### src/rtl/ysyx_25020037_wbu_pkg.sv
// WBU shared definitions: CSR addresses, trap causes, mstatus fields,
// FSM states and the retiring-entry bundle.
package ysyx_25020037_wbu_pkg;

  localparam logic [11:0] CSR_MSTATUS  = 12'h300;
  localparam logic [11:0] CSR_MTVEC    = 12'h305;
  localparam logic [11:0] CSR_MEPC     = 12'h341;
  localparam logic [11:0] CSR_MCAUSE   = 12'h342;
  localparam logic [11:0] CSR_MINSTRET = 12'hB02;
  localparam logic [11:0] CSR_MINSTRH  = 12'hB82;

  localparam logic [31:0] MCAUSE_LD_FAULT = 32'd5;
  localparam logic [31:0] MCAUSE_ST_FAULT = 32'd7;
  localparam logic [31:0] MCAUSE_ECALL    = 32'd11;

  localparam int MS_MIE    = 3;
  localparam int MS_MPIE   = 7;
  localparam int MS_MPP_LO = 11;
  localparam int MS_MPP_HI = 12;

  typedef enum logic {
    S_IDLE,
    S_COMMIT
  } wbu_state_e;

  typedef struct packed {
    logic [31:0] pc;
    logic [31:0] next_pc;
    logic [3:0]  rd;
    logic        gpr_we;
    logic [31:0] gpr_wdata;
    logic        csr_we;
    logic [11:0] csr_addr;
    logic [31:0] csr_wdata;
    logic        ecall;
    logic        mret;
    logic        is_read;
    logic        fault;
  } wbu_entry_t;

endpackage

### src/rtl/ysyx_25020037_csr_file.sv
// Machine CSRs with trap/mret side effects and a combinational read port.
// YSYX_25020037_MINSTRET_EN adds a 64-bit retired-instruction counter.
module ysyx_25020037_csr_file
  import ysyx_25020037_wbu_pkg::*;
#(
  parameter logic [31:0] MTVEC_RST   = 32'h0000_0000,
  parameter logic [31:0] MSTATUS_RST = 32'h0000_1800
) (
  input  logic        clk,
  input  logic        rst,
  input  logic        i_commit,
  input  logic [31:0] i_pc,
  input  logic        i_csr_we,
  input  logic [11:0] i_csr_addr,
  input  logic [31:0] i_csr_wdata,
  input  logic        i_ecall,
  input  logic        i_mret,
  input  logic        i_is_read,
  input  logic        i_fault,
  input  logic [11:0] i_raddr,
  output logic [31:0] o_rdata,
  output logic [31:0] o_mtvec,
  output logic [31:0] o_mepc
);

  logic [31:0] r_mstatus;
  logic [31:0] r_mtvec;
  logic [31:0] r_mepc;
  logic [31:0] r_mcause;
  logic        w_trap;

  assign w_trap  = i_fault | i_ecall;
  assign o_mtvec = r_mtvec;
  assign o_mepc  = r_mepc;

  always_ff @(posedge clk) begin
    if (rst) begin
      r_mstatus <= MSTATUS_RST;
      r_mtvec   <= MTVEC_RST;
      r_mepc    <= 32'h0;
      r_mcause  <= 32'h0;
    end else if (i_commit) begin
      if (w_trap) begin
        r_mepc   <= i_pc;
        r_mcause <= i_fault ? (i_is_read ? MCAUSE_LD_FAULT
                                         : MCAUSE_ST_FAULT)
                            : MCAUSE_ECALL;
        r_mstatus[MS_MPIE] <= r_mstatus[MS_MIE];
        r_mstatus[MS_MIE]  <= 1'b0;
        r_mstatus[MS_MPP_HI:MS_MPP_LO] <= 2'b11;
      end else if (i_mret) begin
        r_mstatus[MS_MIE]  <= r_mstatus[MS_MPIE];
        r_mstatus[MS_MPIE] <= 1'b1;
      end else if (i_csr_we) begin
        case (i_csr_addr)
          CSR_MSTATUS: r_mstatus <= i_csr_wdata;
          CSR_MTVEC:   r_mtvec   <= {i_csr_wdata[31:2], 2'b00};
          CSR_MEPC:    r_mepc    <= {i_csr_wdata[31:2], 2'b00};
          CSR_MCAUSE:  r_mcause  <= i_csr_wdata;
          default: ;
        endcase
      end
    end
  end

`ifdef YSYX_25020037_MINSTRET_EN
  logic [63:0] r_minstret;

  // Counts every commit pulse, traps included; wraps naturally.
  always_ff @(posedge clk) begin
    if (rst)
      r_minstret <= 64'h0;
    else if (i_commit)
      r_minstret <= r_minstret + 64'h1;
  end
`endif

  always_comb begin
    o_rdata = 32'h0;
    case (i_raddr)
      CSR_MSTATUS:  o_rdata = r_mstatus;
      CSR_MTVEC:    o_rdata = r_mtvec;
      CSR_MEPC:     o_rdata = r_mepc;
      CSR_MCAUSE:   o_rdata = r_mcause;
`ifdef YSYX_25020037_MINSTRET_EN
      CSR_MINSTRET: o_rdata = r_minstret[31:0];
      CSR_MINSTRH:  o_rdata = r_minstret[63:32];
`endif
      default:      o_rdata = 32'h0;
    endcase
  end

endmodule

### src/rtl/ysyx_25020037_wbu.sv
// Write-back/commit stage: holding register, IDLE/COMMIT FSM, GPR and dnpc.
// Optional YSYX_25020037_MINSTRET_EN enables minstret in the CSR file.
module ysyx_25020037_wbu
  import ysyx_25020037_wbu_pkg::*;
#(
  parameter logic [31:0] MTVEC_RST   = 32'h0000_0000,
  parameter logic [31:0] MSTATUS_RST = 32'h0000_1800
) (
  input  logic        clk,
  input  logic        rst,
  input  logic        lsu_valid,
  output logic        wbu_ready,
  input  logic [31:0] in_pc,
  input  logic [31:0] in_next_pc,
  input  logic [3:0]  in_rd,
  input  logic        in_gpr_we,
  input  logic [31:0] in_gpr_wdata,
  input  logic        in_csr_we,
  input  logic [11:0] in_csr_addr,
  input  logic [31:0] in_csr_wdata,
  input  logic        in_ecall,
  input  logic        in_mret,
  input  logic        in_is_read,
  input  logic        in_fault,
  input  logic [11:0] csr_raddr,
  output logic [31:0] csr_rdata,
  output logic        gpr_wen,
  output logic [3:0]  gpr_waddr,
  output logic [31:0] gpr_wdata,
  output logic        wbu_valid,
  output logic [31:0] wbu_dnpc
);

  wbu_state_e  r_state;
  wbu_state_e  w_state_nxt;
  wbu_entry_t  r_hold;
  logic        w_fire;
  logic        w_commit;
  logic [31:0] w_mtvec;
  logic [31:0] w_mepc;
  logic [31:0] w_dnpc;
  logic        r_wen;
  logic [3:0]  r_waddr;
  logic [31:0] r_wdata;
  logic        r_valid;
  logic [31:0] r_dnpc;

  assign wbu_ready = (r_state == S_IDLE);
  assign w_fire    = lsu_valid & wbu_ready;
  assign w_commit  = (r_state == S_COMMIT);

  always_comb begin
    w_state_nxt = r_state;
    unique case (r_state)
      S_IDLE:   if (w_fire) w_state_nxt = S_COMMIT;
      S_COMMIT: w_state_nxt = S_IDLE;
    endcase
  end

  always_ff @(posedge clk) begin
    if (rst) r_state <= S_IDLE;
    else     r_state <= w_state_nxt;
  end

  always_ff @(posedge clk) begin
    if (rst)
      r_hold <= '0;
    else if (w_fire)
      r_hold <= '{pc: in_pc, next_pc: in_next_pc, rd: in_rd,
                  gpr_we: in_gpr_we, gpr_wdata: in_gpr_wdata,
                  csr_we: in_csr_we, csr_addr: in_csr_addr,
                  csr_wdata: in_csr_wdata, ecall: in_ecall,
                  mret: in_mret, is_read: in_is_read,
                  fault: in_fault};
  end

  // mret returns to mepc as it stood before this commit's update.
  always_comb begin
    w_dnpc = r_hold.next_pc;
    if (r_hold.fault | r_hold.ecall) w_dnpc = w_mtvec;
    else if (r_hold.mret)            w_dnpc = w_mepc;
  end

  always_ff @(posedge clk) begin
    if (rst || !w_commit) begin
      r_wen   <= 1'b0;
      r_waddr <= 4'h0;
      r_wdata <= 32'h0;
      r_valid <= 1'b0;
      r_dnpc  <= 32'h0;
    end else begin
      r_wen   <= r_hold.gpr_we & (r_hold.rd != 4'h0) & ~r_hold.fault;
      r_waddr <= r_hold.rd;
      r_wdata <= r_hold.gpr_wdata;
      r_valid <= 1'b1;
      r_dnpc  <= w_dnpc;
    end
  end

  assign gpr_wen   = r_wen;
  assign gpr_waddr = r_waddr;
  assign gpr_wdata = r_wdata;
  assign wbu_valid = r_valid;
  assign wbu_dnpc  = r_dnpc;

  ysyx_25020037_csr_file #(
    .MTVEC_RST   (MTVEC_RST),
    .MSTATUS_RST (MSTATUS_RST)
  ) u_csr (
    .clk         (clk),
    .rst         (rst),
    .i_commit    (w_commit),
    .i_pc        (r_hold.pc),
    .i_csr_we    (r_hold.csr_we),
    .i_csr_addr  (r_hold.csr_addr),
    .i_csr_wdata (r_hold.csr_wdata),
    .i_ecall     (r_hold.ecall),
    .i_mret      (r_hold.mret),
    .i_is_read   (r_hold.is_read),
    .i_fault     (r_hold.fault),
    .i_raddr     (csr_raddr),
    .o_rdata     (csr_rdata),
    .o_mtvec     (w_mtvec),
    .o_mepc      (w_mepc)
  );

endmodule

### config.mk
export PLATFORM = sky130hd
export DESIGN_NAME = ysyx_25020037_wbu
export DESIGN_NICKNAME = d
export VERILOG_FILES = /design/src/rtl/ysyx_25020037_wbu_pkg.sv /design/src/rtl/ysyx_25020037_csr_file.sv /design/src/rtl/ysyx_25020037_wbu.sv
export SDC_FILE = /design/constraint.sdc
export NUM_CORES = 1
export LEC_CHECK = 0
export ABC_AREA = 1
export CELL_PAD_IN_SITES_DETAIL_PLACEMENT = 1
export CELL_PAD_IN_SITES_GLOBAL_PLACEMENT = 1
export CORE_UTILIZATION = 40
export DETAILED_ROUTE_END_ITERATION = 8
export PLACE_DENSITY = 0.95
export SYNTH_ARGS = -nofsm -noshare
export SYNTH_HDL_FRONTEND = slang
export SYNTH_HIERARCHICAL = 1
export SYNTH_SLANG_ARGS = --single-unit
### constraint.sdc
create_clock -name clk -period 2.9 [get_ports clk]
set_clock_uncertainty 0.15 [all_clocks]
set_input_delay 0.29 -clock clk [delete_from_list [all_inputs] [get_ports clk]]
set_output_delay 0.29 -clock clk [all_outputs]
set_load 0.01 [all_outputs]
==> summary.md, run 1 <==
| Metric | Value |
|---|---|
| Non-filler instance count after layout | 3086 |
| Max IR drop VDD | 0.374 mV |
| Cells on worst reg2reg path | 7 |
| WS Path Type | in2out |
| Routability congestion estimate | 0.883 |
| Maxcap violations | 0 |
| WHS Path Cells | 2 |
| Clk buf depth | 3 |
| Post-route ant nets | 0 |
| Hold EP | u_csr/o_mepc[8] |
| Root buffer cell | clkbuf_16 |
| Maximum fanout along the worst path | 15 |
| Minimum clock period | slightly below 3000 ps |
| Area grow syn2layout | 28.7% |
| CP Launch Point | csr_raddr[11] |
| Pins Over Slew Limit | 0 |
| Via-to-Cell Ratio | 5.23 |
| Vias | 16147 |
| Post-synthesis cell area | 15500 um^2 |
| Crit. End Element | output port |
| Syn. warnings | 6 |
| Crit-path cells | clkdlybuf4s50_1, nor2_2, nand3_2, nor3b_4, buf_4, clkbuf_16, nand3_1, nand4_1, clkdlybuf4s50_1 |
| Crit-path slowest cell | clkdlybuf4s50_1 |
| Failing checks | setup timing |
| Layout cells sized above 1 | 6.04% |
| Worst path most repeated cell | clkdlybuf4s50_1 |
| Max layer used | met4 |
| Largest area contributor in the netlist | dfxtp_1 |
| Nets@finish | ~2700 |
| Drt wl/cell | 19.7 um |
| I/O pins | ~270 |
| Global-route wire length before repair | ~87 mm |
| Clk_lat worst skew | around 560 ps |
| Setup WS post-layout | -78.8 ps |
| DRT Pass-1 Iters | 5 |
| Post-layout util | 52.6% |
| Distinct cells, synth | 31 |
| Die ar. | 39500 um^2 |
| Global Route Usage Sum | 28.6% |
| Dpl cells | around 3000 |
| Post-Route WL | 60.8 mm |
| Initial antenna violation count | 8 |
| Hold Buf Count CTS | 0 |
| CTS tree | done |
| Setup Viol. Count Final | 15 |
| Grt total ovfl | 0 |
| Worst EP arrival | 2540 ps |
| Hpwl dp | 38.8 mm |
| Hold Violations, Final | 0 |
| Sink Count | 347 |
| PortBufs | 267 |
| H-tree depth | 2 |
| Setup_tns | -572 ps |
| Post-synthesis sequential area ratio | 44.9% |
| WHS | 104 ps |
| Row count | a little over 70 |
| Max_slew headroom | 49.8% |
| Status | finished with violations |
| Pleak | 9.03 nW |
| Fin crit share | 103% |
| Area share of the largest cell type after synthesis | approximately 45% |
| Core Footprint | 37800 um^2 |
| Synth area leaders | dfxtp_1, nand2_1, nor2_1 |
| Wl on met1 | 22.7 mm |
| PwrDens | about 600 nW/um^2 |
| Register-to-register setup slack | 420 ps |
| Startpoint types | primary input |
| Vias in the first global route | 16525 |
| Tot Pwr | between 10 and 15 mW |
| Clock transition at path regs | 60 ps |
| Chip Height | just under 200 um |
| CP max stage delay | between 500 and 600 ps |
| Num CTS Buffers | 40 |
| Hold Path Class | in2reg |
| Initial Util | 40.9% |
| Drt first-iter violations | about 1200 |
| Worst-Margin Slew | around 750 ps |
| CP required | 2460 ps |
| Hold path start | rst |
| Routed length on met3 | about 3.9 mm |
| Fmax | 336 MHz |
| Syn_area_per_cell | 6.63 um^2 |
| Largest net degree at the start of global routing | 120 |
| Met2 routed WL | between 20 and 30 mm |
| FF+latch count, synth | 347 |
| Width of the die | 199 um |
| Reg-to-Reg Start | r_hold[3] |
| Syn Inst Count | about 2300 |
| R2R Path End | u_csr/o_mepc[7] |
| DRC violations left | 0 |
-- cell usage in the layout, fill, tap and decap left out, drive strengths merged --
cell type	instances
a21boi	2
nor3b	2
nand3b	1
buf	35
clkinv	9
nor3	9
dlymetal6s2s	11
inv	304
nand4	33
and2	3
a21oi	73
bufinv	7
clkinvlp	1
nor2	567
diode	7
or2	2
dfxtp	347
clkbuf	58
conb	2
o21ai	106
nand3	158
clkdlybuf4s50	255
nand2	583
-- synthesized netlist by cell type, drive strengths merged --
cell type  instances
a21boi             2
a21oi             73
and2               3
buf              103
clkbuf            41
conb               1
dfxtp            347
inv              302
nand2            583
nand3            158
nand3b             1
nand4             33
nor2             567
nor3               9
nor3b              2
o21ai            106
or2                2
-- cell families after synthesis --
kind of cell           after synthesis  share of synthesized area, %
AO/OA/AOI/OAI                      181                          5.89
AND/OR/NAND/NOR                   1358                          35.8
flip-flops                         347                          44.9
buffers and inverters              446                          13.5
other                                1                        0.0242
-- critical path, delay by kind of cell --
kind / cells / cell delay [ps]
AND/OR/NAND/NOR: 5 / 890
buffers and inverters: 4 / 1360
-- sequential cells by signal (all words and copies together), names as in the netlist --
register         count
u_csr/r_mstatus     32
u_csr/r_mcause      32
u_csr/o_mepc        32
u_csr/o_mtvec       30
gpr_waddr            4
wbu_valid            1
r_state              1
r_hold             150
gpr_wen              1
gpr_wdata           32
wbu_dnpc            32
-- layer usage --
metal / GRT usage (%) / vias to the layer above
met5: 0 / -
met4: 20.8 / 0
met3: 4.27 / 263
met2: 50.5 / 705
met1: 31.2 / 7707
li1: - / 7472
-- per-stage QoR --
| step | worst slack (ps) | cell area [um^2] |
|---|---|---|
| after floorplan | 1190 | 15500 |
| after global placement | 94.4 | 18200 |
| after detailed placement | -19.3 | 18200 |
| after CTS | 33.1 | 19700 |
| after global routing | -113 | 19900 |
| final | -78.8 | 19900 |
-- layout make-up --
class / instances / area [um^2]
Clock buffer: 54 / 1160
Tap cell: 511 / 639
Timing Repair Buffer: 305 / 3230
Antenna cell: 7 / 17.5
Fill cell: 4905 / 17900
Multi-Input combinational cell: 1541 / 6490
Clock inverter: 19 / 280
Sequential cell: 347 / 6950
Inverter: 302 / 1140
-- power by group --
part           switching [mW]  internal (mW)
Combinational           0.858          0.550
Sequential              0.175           4.99
Clock                    2.12           3.45
-- what timing repair did --
action                                  in CTS  in global routing
hold endpoints to repair                     0                  0
endpoints found under the setup margin       3                 28
gates resized for setup                      1                 14
gates cloned                                 1                  4
setup buffers                                0                  5
pin swaps                                    0                  2
-- worst max-delay path by stage --
stage / endpoint / slack, ps / cells past startpoint
3_3_place_gp: csr_rdata[4] / 90 / 8
3_5_place_dp: csr_rdata[1] / -20 / 9
6_report: csr_rdata[2] / -80 / 9
5_1_grt: csr_rdata[23] / -110 / 9
4_1_cts: csr_rdata[3] / 30 / 8
2_1_floorplan: csr_rdata[0] / 1190 / 7
No activity file was read; power rests on OpenSTA's default activity.
==> run 2, diff against run 1 <==
--- a/config.mk
+++ b/config.mk
@@ -8,6 +8,7 @@
 export ABC_AREA = 1
 export CELL_PAD_IN_SITES_DETAIL_PLACEMENT = 1
 export CELL_PAD_IN_SITES_GLOBAL_PLACEMENT = 1
+export CORE_ASPECT_RATIO = 0.9
 export CORE_UTILIZATION = 40
 export DETAILED_ROUTE_END_ITERATION = 8
 export PLACE_DENSITY = 0.95
==> run 2 against run 1 <==
Against the previous run:
- the flow now finishes without violations
- fmax increased by 3.7%
- non-clock buffer count increased by 3
- sequential power about the same
==> summary.md, run 2 (same netlist as run 1, synthesis figures left out) <==
| Metric | Value |
|---|---|
| Fmax | 348 MHz (+3.7%) |
| Reg-to-Reg Start | r_state |
| Biggest register | r_hold |
| DRT Pass-1 Iters | 5 (unchanged) |
| Drt first-iter violations | 1089 (-12%) |
| Area grow syn2layout | 26.9% |
| Max IR drop VDD | 0.335 mV (-10%) |
| Clk buf depth | 3 (unchanged) |
| Post-route ant nets | 0 (unchanged) |
| Worst Path Buf+Inv | 4 (unchanged) |
| CP max stage delay | 550 ps (-20 ps) |
| Maximum fanout along the worst path | 36 (+21) |
| Pins Over Slew Limit | 0 (unchanged) |
| Sink Count | 347 (unchanged) |
| R2R Path End | u_csr/r_mcause[27] |
| CP required | 2460 ps (about the same) |
| Layer with the highest usage | met2 |
| Global-route wire length before repair | 88.3 mm (+0.92%) |
| Crit-path cells | clkdlybuf4s50_1, nor2_1, nand2_1, nor3_4, buf_12, buf_12, nand3_1, nand4_1, clkdlybuf4s50_1 |
| Largest net degree at the start of global routing | 75 (-38%) |
| Cells on worst reg2reg path | 8 (+1) |
| Hold EP | wbu_dnpc[1] |
| Grt total ovfl | 0 (unchanged) |
| Die ar. | 39500 um^2 (about the same) |
| Pleak | 8.83 nW (-2.2%) |
| Chip Height | 189 um (-5.1%) |
| Most frequent cells in the layout | nand2_1, nor2_1, dfxtp_1, inv_1, clkdlybuf4s50_1 |
| DRC violations left | 0 (unchanged) |
| Row count | 67 (-5.6%) |
| Crit-path slowest cell | clkdlybuf4s50_1 |
| Non-filler instance count after layout | 3055 (-1.0%) |
| Nets@finish | 2703 (+0.037%) |
| Routing usage on met2 | 51.3% (+0.79 points) |
| CTS tree | done |
| Global Route Usage Sum | 28.4% (-0.20 points) |
| Vias | 15823 (-2.0%) |
| WHS | 111 ps (+7.24 ps) |
| GR Layer Usage met1 | 32.0% (+0.80 points) |
| Post-Route WL | 57.5 mm (-5.5%) |
| Hold Path Class | in2reg |
| Setup WS post-layout | 28.1 ps (+107 ps) |
| Dpl cells | 2978 (-0.60%) |
| Commonest non-fill, non-tap cell in the layout | nand2_1 |
| H-tree depth | 2 (unchanged) |
| Hold Violations, Final | 0 (unchanged) |
| Layout cells sized above 1 | 5.73% (-0.30 points) |
| Drt wl/cell | 18.8 um (-4.6%) |
| Register-to-register setup slack | 500 ps (+80 ps) |
| Via-to-Cell Ratio | 5.18 (-1.0%) |
| Cell family with most CP delay | buffers and inverters |
| Hpwl dp | 39.9 mm (+2.7%) |
| WHS Path Cells | 4 (+2) |
| I/O pins | 268 (unchanged) |
| Minimum clock period | 2870 ps (-107 ps) |
| Routability congestion estimate | 0.870 (-1.4%) |
| Root buffer cell | clkbuf_16 |
| Crit. End Element | output port |
| Vias in the first global route | 16548 (+0.14%) |
| Setup WS pre-CTS | 14.0 ps (+33.3 ps) |
| PwrDens | 580 nW/um^2 (-4.8%) |
| Fin crit share | 99.0% (-3.7 points) |
| Startpoint types | primary input |
| Hold path start | rst |
| Max_slew headroom | 49.3% (-0.52 points) |
| Maxcap violations | 0 (unchanged) |
| Clock transition at path regs | 60 ps (about the same) |
| Width of the die | 209 um (+5.4%) |
| Initial antenna violation count | 6 (-2) |
| M3 GR Usage | 4.60% (+0.33 points) |
| Initial Util | 41.1% (+0.22 points) |
| Post-layout util | 52.2% (-0.44 points) |
| Worst EP arrival | 2430 ps (-110 ps) |
| Setup Viol. Count Final | 0 (-15) |
| Max reg flops | 150 (unchanged) |
| PortBufs | 267 (unchanged) |
| Worst-Margin Slew | 760 ps (+7.74 ps) |
| Status | completed |
| Core Footprint | 37600 um^2 (-0.54%) |
| Num CTS Buffers | 38 (-5.0%) |
| WS Path Type | in2out |
| Clk_lat worst skew | 540 ps (-20 ps) |
## run 2: changes by cell type in the layout (fill, tap and decap cells not counted), sizes merged
cell / previous run / this run
clkdlybuf4s50: 255 / 260
buf: 35 / 40
dlymetal6s2s: 11 / 6
clkbuf: 58 / 56
clkinv: 9 / 8
bufinv: 7 / 2
## run 2: power by group
group	internal, mW	total [mW]	switching [mW]
clock	2.83	4.85	2.02
sequential	4.99	5.15	0.162
combinational	0.555	1.40	0.847
total	8.37	11.4	3.03
## run 2: per-layer routing
metal  part of all wire [%]  routed length [um]  vias to the layer above
met5                  0.019                  11                        -
met4                    5.6                3210                        2
met3                    5.4                3080                      193
met2                     50               28600                      530
met1                     39               22500                     7642
li1                       -                   -                     7456
## run 2: cell type report
cell class | instances | area, um^2
repair buffers | 308 | 3220
well taps | 483 | 604
multi-input cells | 1541 | 6490
inverters | 302 | 1140
fillers | 4841 | 18000
flip-flops and latches | 347 | 6950
clock inverters | 13 | 125
clock buffers | 54 | 1100
diodes | 7 | 17.5
## run 2: worst max-delay path by stage
stage	depth (start not counted)	slack, ps	to	from
final	9	30	csr_rdata[5]	csr_raddr[5]
after global routing	9	-30	csr_rdata[11]	csr_raddr[10]
after CTS	9	9	csr_rdata[6]	csr_raddr[10]
after detailed placement	9	10	csr_rdata[6]	csr_raddr[11]
after global placement	9	100	csr_rdata[6]	csr_raddr[5]
after floorplan	7	1190	csr_rdata[0]	csr_raddr[5]
## run 2: per-stage QoR
stage | total power, mW | instance area (um^2) | setup TNS (ps)
2_1_floorplan | 6.06 | 15500 | 0
3_3_place_gp | 6.54 | 18300 | 0
3_5_place_dp | 6.62 | 18300 | 0
4_1_cts | 11.4 | 19500 | 0
5_1_grt | 11.8 | 19600 | -225
6_report | 11.4 | 19600 | 0
## run 2: worst reg2reg max path: stages, from the launching register on
cell,delay (ps)
dfxtp_1,540
inv_1,80
nor2_1,270
inv_2,260
nand2_2,480
buf_4,310
nand2_1,80
nand2_1,80
nor2_1,60
## run 2: timing repair
action	in CTS	in global routing
setup buffers	0	1
hold buffers	0	0
resized for setup	0	8
setup endpoints to repair	0	20
==> run 3, diff against run 2 <==
--- a/config.mk
+++ b/config.mk
@@ -14,5 +14,4 @@
 export PLACE_DENSITY = 0.95
 export SYNTH_ARGS = -nofsm -noshare
 export SYNTH_HDL_FRONTEND = slang
-export SYNTH_HIERARCHICAL = 1
 export SYNTH_SLANG_ARGS = --single-unit
==> run 3 against run 2 <==
Against the previous run:
- routed wire length shrank 9.8%
- register-to-register slack gained 110 ps
- die area shrank 14%
- synthesized cell count shrank 24%
- highest routed layer unchanged
- critical path type unchanged
==> summary.md, run 3 <==
| Metric | Value |
|---|---|
| Synth Area in Adders | 0% (unchanged) |
| Crit-path cells | clkdlybuf4s50_1, or2_2, nor3_2, nand2_1, inv_2, buf_12, nand2_1, nand4_1, clkdlybuf4s50_1 |
| Worst-Margin Slew | 756 ps (-4.15 ps) |
| Crit-path slowest cell | clkdlybuf4s50_1 |
| Drt wl/cell | 21.3 um (+13%) |
| Chip Height | 175 um (-7.2%) |
| Vias | 13392 (-15%) |
| Largest family of logic cells by synthesized area | simple AND/OR/NAND/NOR gates |
| Worst Path Buf+Inv | 4 (unchanged) |
| Max reg flops | 150 (unchanged) |
| Syn. warnings | 0 (-6) |
| Sink Count | 347 (unchanged) |
| FF/Latch Area | 6950 um^2 (about the same) |
| Vias in the first global route | 14462 (-13%) |
| Crit. End Element | output port |
| Setup_tns | 0 ps (unchanged) |
| Num CTS Buffers | 38 (unchanged) |
| Hold Buf Count CTS | 0 (unchanged) |
| PwrDens | 641 nW/um^2 (+10%) |
| H-tree depth | 2 (unchanged) |
| Global Route Usage Sum | 29.5% (+1.1 points) |
| Post-synthesis cell area | 13300 um^2 (-14%) |
| I/O pins | 268 (unchanged) |
| Nets@finish | 2148 (-21%) |
| Drt first-iter violations | 801 (-26%) |
| Synth Area in XOR/XNOR | 0% (unchanged) |
| Largest area contributor in the netlist | dfxtp_1 |
| Row count | 63 (-6.0%) |
| Commonest non-fill, non-tap cell in the layout | dfxtp_1 |
| Post-Route WL | 51.8 mm (-9.8%) |
| Layout cells sized above 1 | 6.17% (+0.44 points) |
| Core Footprint | 32900 um^2 (-13%) |
| DRT Pass-1 Iters | 5 (unchanged) |
| EDFF count, synth | 0 (unchanged) |
| Clk_lat worst skew | 520 ps (-20 ps) |
| Syn Inst Count | 1768 (-24%) |
| Syn Nets | 1933 |
| Hold Violations, Final | 0 (unchanged) |
| Hold Path Class | in2reg |
| Fmax | 355 MHz (+2.0%) |
| Hpwl dp | 32.1 mm (-19%) |
| DRC violations left | 0 (unchanged) |
| Clock transition at path regs | 60 ps (about the same) |
| Area share of the largest cell type after synthesis | 52.2% (+7.3 points) |
| Area grow syn2layout | 33.7% |
| Fin crit share | 97.1% (-2.0 points) |
| Maximum fanout along the worst path | 16 (-56%) |
| Most used DFF post-synth | dfxtp_1 |
| Worst EP arrival | 2370 ps (-60 ps) |
| Cell family with most CP delay | buffers and inverters |
| Distinct cells, synth | 27 (-13%) |
| Mux cell area share after synthesis | 0% (unchanged) |
| Die ar. | 34000 um^2 (-14%) |
| Initial Util | 40.5% (-0.61 points) |
| Maxcap violations | 0 (unchanged) |
| Commonest cells post-synth | dfxtp_1, nor2_1, nand2_1, o21ai_0, a21oi_1 |
| Max_slew headroom | 49.6% (+0.28 points) |
| Status | completed |
| CTS tree | done |
| Compound-Gate Fraction of Synth Area | 19.1% (+13 points) |
| Width of the die | 194 um (-7.2%) |
| CP required | 2460 ps (about the same) |
| Grt total ovfl | 0 (unchanged) |
| WS Path Type | in2out |
| Largest net degree at the start of global routing | 108 (+44%) |
| Pleak | 6.64 nW (-25%) |
| Most frequent cells in the layout | dfxtp_1, nor2_1, nand2_1, clkdlybuf4s50_1, o21ai_0 |
| Async set or reset register ratio after synthesis | 0% (unchanged) |
| Fillers | 3907 (-19%) |
| Area of the multi-input gates | 5200 um^2 (-20%) |
| Clk buf depth | 3 (unchanged) |
| Pins Over Slew Limit | 0 (unchanged) |
| Syn_area_per_cell | 7.53 um^2 (+14%) |
| Via-to-Cell Ratio | 5.50 (+6.2%) |
| Cts repair resizes | 0 (unchanged) |
| Max IR drop VDD | 0.397 mV (+18%) |
| CP max stage delay | 560 ps (about the same) |
| FF+latch count, synth | 347 (unchanged) |
| Startpoint types | primary input |
| Global-route wire length before repair | 78.8 mm (-11%) |
| Synth area leaders | dfxtp_1, o21ai_0, nor2_1 |
| Routability congestion estimate | 0.831 (-4.5%) |
| Initial antenna violation count | 5 (-1) |
| Setup Viol. Count Final | 0 (unchanged) |
| Post-synthesis sequential area ratio | 52.2% (+7.3 points) |
| Synth Area in Simple Gates | 19.6% (-16 points) |
| Most common cell in the netlist | dfxtp_1 |
| Minimum clock period | 2810 ps (-57.0 ps) |
| Biggest register | r_hold |
| Post-CTS Setup Inserts | 0 (unchanged) |
| PortBufs | 267 (unchanged) |
| Root buffer cell | clkbuf_16 |
| Unrepaired setup endpoints after global routing | false |
| Post-route ant nets | 0 (unchanged) |
| Tot Pwr | 11.4 mW (+0.11%) |
-- run 3: kinds of logic (layout without fill, tap and decap cells) --
| kind of cell | after synthesis | after routing |
|---|---|---|
| other cells | 0 | 1 |
| simple gates | 642 | 642 |
| compound gates | 481 | 481 |
| buf+inv | 298 | 541 |
| flops | 347 | 347 |
-- run 3: power breakdown --
group	switching, mW	internal, mW
clock network	2.00	3.16
logic	0.680	0.457
registers	0.133	4.98
-- run 3: worst paths after layout --
check | start | end | slack [ps] | cells after the start
setup / recovery | csr_raddr[3] | csr_rdata[2] | 90 | 9
hold / removal | rst | u_csr.o_mepc[18] | 80 | 2
setup reg to reg | r_hold[39] | u_csr.r_mstatus[0] | 610 | 8
hold reg to reg | r_hold[54] | gpr_wdata[5] | 290 | 2
-- run 3: per-stage QoR --
step / setup WS, ps / area, um^2 / utilization (%) / hold slack, ps / instances
3_3_place_gp: 118 / 16400 / 49.9 / 274 / 2363
5_1_grt: 5.45 / 17800 / 54.1 / 71.8 / 2433
6_report: 85.1 / 17800 / 54.2 / 77.3 / 2434
3_5_place_dp: 41.4 / 16400 / 49.9 / 282 / 2363
4_1_cts: 15.5 / 17700 / 53.9 / 58.3 / 2431
2_1_floorplan: 1110 / 13300 / - / 266 / 1768
-- run 3: worst reg2reg max path: stages (launching register included) --
cell and delay (ps):
dfxtp_1 310, inv_1 90, nand2_1 80, nor2_1 340
nand2_2 160, or2_2 450, buf_12 230, o21ai_0 270
a21oi_1 80
-- run 3: final cells by class --
class	count	area share, %
Tap cell	422	2.97
Multi-Input combinational cell	1123	29.2
Sequential cell	347	39.0
Clock buffer	56	6.59
Antenna cell	1	0.0141
Clock inverter	12	0.914
Timing Repair Buffer	303	17.7
Inverter	170	3.61
-- run 3: routing by layer --
metal	wire length, um	share of wire [%]	vias to the layer above	global-route usage [%]
met5	45	0.087	-	0
met1	20600	40	6517	34.1
met4	1650	3.2	8	11.6
li1	-	-	6174	-
met2	25300	49	562	52.3
met3	4280	8.3	131	7.41
